<file path="src/rtl/multiboot_ctrl.sv">
// Warmboot sequencer: detach USB, set up S1/S0, then strobe SB_WARMBOOT BOOT.
// Ports:
//   clk_48mhz, reset (async, active-high)
//   boot_req, boot_sel[1:0]   boot request and image index
//   usb_activity              restarts the idle timer (MULTIBOOT_TIMEOUT_EN)
//   usb_pu                    D+ pull-up enable, 0 = detached
//   wb_s1, wb_s0, wb_boot     SB_WARMBOOT controls
//   busy                      high whenever the state is not IDLE
// Build option: define MULTIBOOT_TIMEOUT_EN to auto-boot DEFAULT_IMAGE
// after TIMEOUT_CYCLES idle cycles without USB activity.
module multiboot_ctrl #(
  parameter int NUM_IMAGES     = 4,
  parameter int DEFAULT_IMAGE  = 1,
  parameter int DETACH_CYCLES  = 48000,
  parameter int SETUP_CYCLES   = 16,
  parameter int TIMEOUT_CYCLES = 48000000
) (
  input  logic       clk_48mhz,
  input  logic       reset,
  input  logic       boot_req,
  input  logic [1:0] boot_sel,
  input  logic       usb_activity,
  output logic       usb_pu,
  output logic       wb_s1,
  output logic       wb_s0,
  output logic       wb_boot,
  output logic       busy
);

  typedef enum logic [1:0] {
    IDLE,
    DETACH,
    ARM,
    BOOT
  } state_t;

  localparam logic [1:0] DEF_IMG = 2'(DEFAULT_IMAGE);

  state_t      state, state_n;
  logic [31:0] cnt, cnt_n;
  logic [1:0]  img, img_n;
  logic        start;
  logic [1:0]  sel_img;
  logic        pu_n, boot_n, busy_n;
  logic [1:0]  s_n;

`ifdef MULTIBOOT_TIMEOUT_EN
  logic [31:0] idle_cnt, idle_n;
  logic        timeout_hit;

  // Fires on the edge that would make the count reach TIMEOUT_CYCLES;
  // activity in the same cycle takes precedence.
  assign timeout_hit = !usb_activity &&
                       (idle_cnt == 32'(TIMEOUT_CYCLES - 1));
  assign start = boot_req || timeout_hit;
`else
  logic unused_activity;
  assign unused_activity = usb_activity;
  assign start = boot_req;
`endif

  // A timeout-only start has boot_req low, so it picks DEFAULT_IMAGE.
  assign sel_img = (boot_req && ({1'b0, boot_sel} < 3'(NUM_IMAGES)))
                 ? boot_sel : DEF_IMG;

  always_comb begin
    state_n = state;
    cnt_n   = cnt;
    img_n   = img;
    unique case (state)
      IDLE: begin
        if (start) begin
          state_n = DETACH;
          cnt_n   = 32'(DETACH_CYCLES - 1);
          img_n   = sel_img;
        end
      end
      DETACH: begin
        if (cnt == '0) begin
          state_n = ARM;
          cnt_n   = 32'(SETUP_CYCLES - 1);
        end else begin
          cnt_n = cnt - 32'd1;
        end
      end
      ARM: begin
        if (cnt == '0) begin
          state_n = BOOT;
        end else begin
          cnt_n = cnt - 32'd1;
        end
      end
      BOOT: begin
        cnt_n = '0;
      end
    endcase

    // Outputs are decoded from the next state and registered, so they
    // change together with the state and have no input-to-output path.
    pu_n   = (state_n == IDLE);
    boot_n = (state_n == BOOT);
    busy_n = (state_n != IDLE);
    s_n    = ((state_n == ARM) || (state_n == BOOT)) ? img_n : DEF_IMG;
  end

`ifdef MULTIBOOT_TIMEOUT_EN
  always_comb begin
    idle_n = '0;
    if ((state == IDLE) && (state_n == IDLE) && !usb_activity) begin
      idle_n = idle_cnt + 32'd1;
    end
  end

  always_ff @(posedge clk_48mhz or posedge reset) begin
    if (reset) begin
      idle_cnt <= '0;
    end else begin
      idle_cnt <= idle_n;
    end
  end
`endif

  always_ff @(posedge clk_48mhz or posedge reset) begin
    if (reset) begin
      state          <= IDLE;
      cnt            <= '0;
      img            <= DEF_IMG;
      usb_pu         <= 1'b1;
      wb_boot        <= 1'b0;
      busy           <= 1'b0;
      {wb_s1, wb_s0} <= DEF_IMG;
    end else begin
      state          <= state_n;
      cnt            <= cnt_n;
      img            <= img_n;
      usb_pu         <= pu_n;
      wb_boot        <= boot_n;
      busy           <= busy_n;
      {wb_s1, wb_s0} <= s_n;
    end
  end

endmodule

</file>
<file path="config.mk">
export PLATFORM = sky130hd
export DESIGN_NAME = multiboot_ctrl
export DESIGN_NICKNAME = d
export VERILOG_FILES = /design/src/rtl/multiboot_ctrl.sv
export SDC_FILE = /design/constraint.sdc
export NUM_CORES = 1
export LEC_CHECK = 0
export ABC_AREA = 1
export CORE_MARGIN = 3
export CORE_UTILIZATION = 30
export CTS_BUF_LIST = sky130_fd_sc_hd__clkbuf_16
export CTS_CLUSTER_SIZE = 40
export DETAILED_ROUTE_END_ITERATION = 10
export HOLD_SLACK_MARGIN = 0.03
export MAX_ROUTING_LAYER = met4
export PLACE_DENSITY = 0.53
export SLEW_MARGIN = 10
export SYNTH_ARGS = -nofsm -noshare
export SYNTH_HDL_FRONTEND = slang
export SYNTH_SLANG_ARGS = --single-unit
</file>
<file path="constraint.sdc">
create_clock -name clk_48mhz -period 4.2 [get_ports clk_48mhz]
set_input_delay 0.84 -clock clk_48mhz [delete_from_list [all_inputs] [get_ports clk_48mhz]]
set_output_delay 0.84 -clock clk_48mhz [all_outputs]
set_load 0.05 [all_outputs]
</file>
# --- Yosys cells after proc, flatten, opt, wreduce, memory -nomap -nowiden ---
# Cells that the tools add are included.
totals:
  inputBits: 6
  wordCells: 33
  out_inout_bits: 5
  register_bits: 41
op_classes:
  eq_ne: 7
  reduce_logical: 6
  mux: 11
  n_addsub: 1
op_table:
  columns: ["op", "n"]
  rows:
  - ["case mux 32 bit (4 select lines)", 1]
  - ["two-way mux 32 bit", 3]
  - ["logical NOT 32 bit", 1]
  - ["subtractor 32 x 1 -> 32 bit (second input constant)", 1]
  - ["two-way mux 2 bit", 6]
  - ["equality test 2 bit (second input constant)", 4]
  - ["case mux 2 bit (3 select lines)", 1]
  - ["logical NOT 2 bit", 2]
  - ["!= test 2 bit (second input constant)", 2]
  - ["equality test 2 x 1 -> 1 bit (second input constant)", 1]
  - ["AND reduction 2 bit", 1]
  - ["nonzero test 2 bit", 1]
  - ["logical OR 1 bit", 1]

# --- Longest topological paths before layout ---
logic_depth:
  ltp_word: 6
  depth_mapped: 12
  depth_no_buf: 11

# --- Worst setup path after synthesis ---
# OpenSTA, ideal clock, no wires.
synth_path:
  kind: "register -> register"
  from: "register cnt[0]"
  to: "register cnt[19]"
  stages_incl_launch_ff: 13
  slack_ns: 2.565
  t_arrival_ns: 1.519
  n_path_buf: 1
  path_cell_list: "dfrtp_1 inv_1 ha_1 inv_1 nor2_1 nand2_1 nor2_1 nand2_2 nand3_2 nand3_2 inv_1 buf_6 nor2_1"
synth_between:
  elab_chain_len: 3
synth_lines:
  columns: ["item", "line", "rtl"]
  rows:
  - ["from (decl)", "40", "logic [31:0] cnt, cnt_n;"]
  - ["from (signal assigned)", "134", "cnt <= cnt_n;"]
  - ["subtractor 32 x 1 -> 32 bit or logical NOT 32 bit (tied branches)", null, null]
  - ["two-way mux 32 bit, or another cell as far along", "87", "if (cnt == '0) begin"]
  - ["case mux 32 bit (4 select lines) or AND reduction 2 bit (tied branches)", null, null]
# Parallel ways exist; a longest one is shown, timed or not. The select of a mux whose other input is x is not followed.
# A chain may end at the register's enable or synchronous reset.

# --- Worst setup path in the final report ---
layout_path:
  from: "register usb_pu"
  to: "output usb_pu"
layout_rtl:
  columns: ["item", "line", "rtl"]
  rows:
  - ["from (decl)", "23", "output logic usb_pu,"]
  - ["from (signal assigned)", "136", "usb_pu <= pu_n;"]
# No word-level cell between the ends.

==> run metrics <==
synth unique cells=28; Clk pin slew, worst setup/hold paths=60 ps; Post-CTS Setup Inserts=0; CP Cell Sequence=clkdlybuf4s50_1; initial antenna violation count=0; final instance area=3054 um^2; mux contribution to synthesized area=0.004147; Worst setup EP type=primary output; Syn Area/Cell=6.891 um^2; Total Routing Usage GR=0.1407; main combinational cell family by area after synthesis=simple AND/OR/NAND/NOR gates; Tmin final=2434 ps; CORE AREA=8763 um^2; count of pins over their slew limit=0; # resized after CTS=0; CP arrival=1590 ps; setup violators final=0; Tot Pwr=0.8388 mW; Via density=4.697; Worst-Skew Late Latency=280 ps; cell count after synthesis=394; post-route ant nets=0; met1 Track Usage GR=0.1817; CTS max path bufs=2; Max FO, Critical Path=1; Final WS setup=1766 ps; routability cong.=0.8675; Initial DRC Count=106; Starting Density=0.3098; DIE AREA=10230 um^2; Rows=34; FF+latch count, synth=41; clk_skew=3.316 ps; synthesized-area fraction occupied by adder cells=0.009217; largest net degree at the start of global routing=33; Worst VDD drop=0.2160 mV; synthesized cell area=2715 um^2; Hold Path Class=flop to flop; CTS tree=built; synth warn=0; worst-margin pin slew=573.7 ps; Simple-Gate Fraction of Synth Area=0.4286; crit-path max cell delay=800 ps; Worst path slowest cell=clkdlybuf4s50_1; fraction of the mapped netlist area in compound gates=0.04194; Ports=11; vias in the first global route=2325; fin crit share=0.5796; cell area power density=274.6 nW/um^2; met3 Use GR=0.02548; layout cells sized above 1=0.08911; max_slew headroom=0.6152; Lkg Pwr=1.337 nW; Setup crit start kind=flop; Sum Neg Setup Slack=0 ps; gr ovfl total=0; # DRC=0; Die Span Y=101.1 um; CTS buffer count=5; WL final=6584 um; CTS hold repair buffers=0; clk sinks=41; worst slack, placed=1539 ps; fmax=0.4108 GHz; first drt pass iteration count=4; Final Hold Fails=0; CP top delay family=buffers and inverters; CP Data Required Time=3360 ps; H-tree depth=2; Post-Synth XOR/XNOR Area=0.04839; GRT met2 Usage=0.2213; nets@finish=411; vias after detailed routing=2405; CP bufs+invs=1; Root Driver=clkbuf_16; DP HPWL=4968 um; WL/cell=12.86 um; FILL cells=950; ant diodes=0; Die W=101.1 um; Synthesized Nets=402; Top Usage Layer GRT=met2; Max Cap Violations=0; RSZ-0062 raised after global routing=no; first-pass GRT wire length=11100 um; Area Overhead vs Synth=12.49%; outcome=completed; sequential area share after synthesis=0.3793; Port Buf Inserts=9; CP Class=flop to primary output; placed instance area=2892 um^2
-- metal layers --
layer | vias up | wire length [um]
li1 | 1258 | -
met1 | 1102 | 3205
met2 | 31 | 2998
met3 | 14 | 175
met4 | 0 | 204
met5 | - | 0
-- Yosys cell counts --
cell,number,share of area
inv_1,45,0.062
o21ai_0,4,0.0074
o21ai_1,1,0.0018
nand2_2,3,0.0069
mux2_2,1,0.0041
dfrtp_1,38,0.35
inv_2,4,0.0055
a21oi_1,9,0.017
nor2_1,80,0.11
nor2_4,7,0.029
nand2_4,2,0.0083
xnor2_1,3,0.0097
xor2_1,12,0.039
buf_8,1,0.0055
buf_2,6,0.011
nand2_1,109,0.15
nor2_2,5,0.012
a21oi_2,1,0.0032
nor3_1,8,0.015
dfstp_2,3,0.029
buf_6,1,0.0041
nand4_1,16,0.037
nand3_2,3,0.011
nand3_1,24,0.044
o2111ai_1,4,0.013
ha_1,2,0.0092
or2_1,1,0.0023
and3_1,1,0.0023
-- path summary, 6_finish.rpt --
check,startpoint,end,slack (ps),cells after the start
max in group asynchronous,reset,img[0],2610,3
max,usb_pu,usb_pu,1770,1
min in group asynchronous,reset,cnt[25],850,2
max reg2reg,cnt[0],cnt[24],2060,11
min reg2reg,cnt[0],cnt[0],480,2
min,cnt[0],cnt[0],480,2
-- metrics by stage --
step,util,instances,hold WS (ps)
5_1_grt,0.3485,512,505.8
4_1_cts,0.3485,512,486.2
6_report,0.3485,512,484.3
3_3_place_gp,0.3300,504,460.9
2_1_floorplan,-,394,449.0
3_5_place_dp,0.3300,504,469.2
-- cell type report --
type | instances | area (um^2) | share of cell area
multi-input cells | 296 | 1445 | 0.4732
flip-flops and latches | 41 | 1030 | 0.3372
inverters | 49 | 183.9 | 0.06022
well taps | 108 | 135.1 | 0.04424
clock buffers | 5 | 125.1 | 0.04097
repair buffers | 10 | 97.59 | 0.03195
clock inverters | 3 | 37.54 | 0.01229
-- power breakdown --
part	switching, mW	internal, mW
combinational	0.00839	0.00390
clock	0.155	0.276
sequential	0	0.395
-- state kept, by name, indices dropped and copies added, names as in the netlist --
signal	flops
wb_s0	1
busy	1
img	2
usb_pu	1
wb_boot	1
cnt	32
state	2
wb_s1	1
-- cell families (layout without fill, tap and decap cells) --
| family | count (synthesis) | count (layout) |
|---|---|---|
| AND/OR/NAND/NOR | 259 | 259 |
| adder cells (fa/ha/maj) | 2 | 2 |
| flip-flops | 41 | 41 |
| AO/OA/AOI/OAI | 19 | 19 |
| XOR/XNOR | 15 | 15 |
| buffers and inverters | 57 | 67 |
| multiplexers | 1 | 1 |
-- cells in the final DEF, fill, tap and decap left out, drive strengths merged --
cell type,n
bufinv,1
nand4,16
xnor2,3
nand2,114
mux2,1
nor3,8
ha,2
and3,1
a21oi,10
dfrtp,38
nor2,92
o2111ai,4
clkinv,2
clkbuf,5
xor2,12
buf,1
inv,49
or2,1
dfstp,3
o21ai,5
clkdlybuf4s50,9
nand3,27
Note: power is estimated with default switching activity, not from simulation.
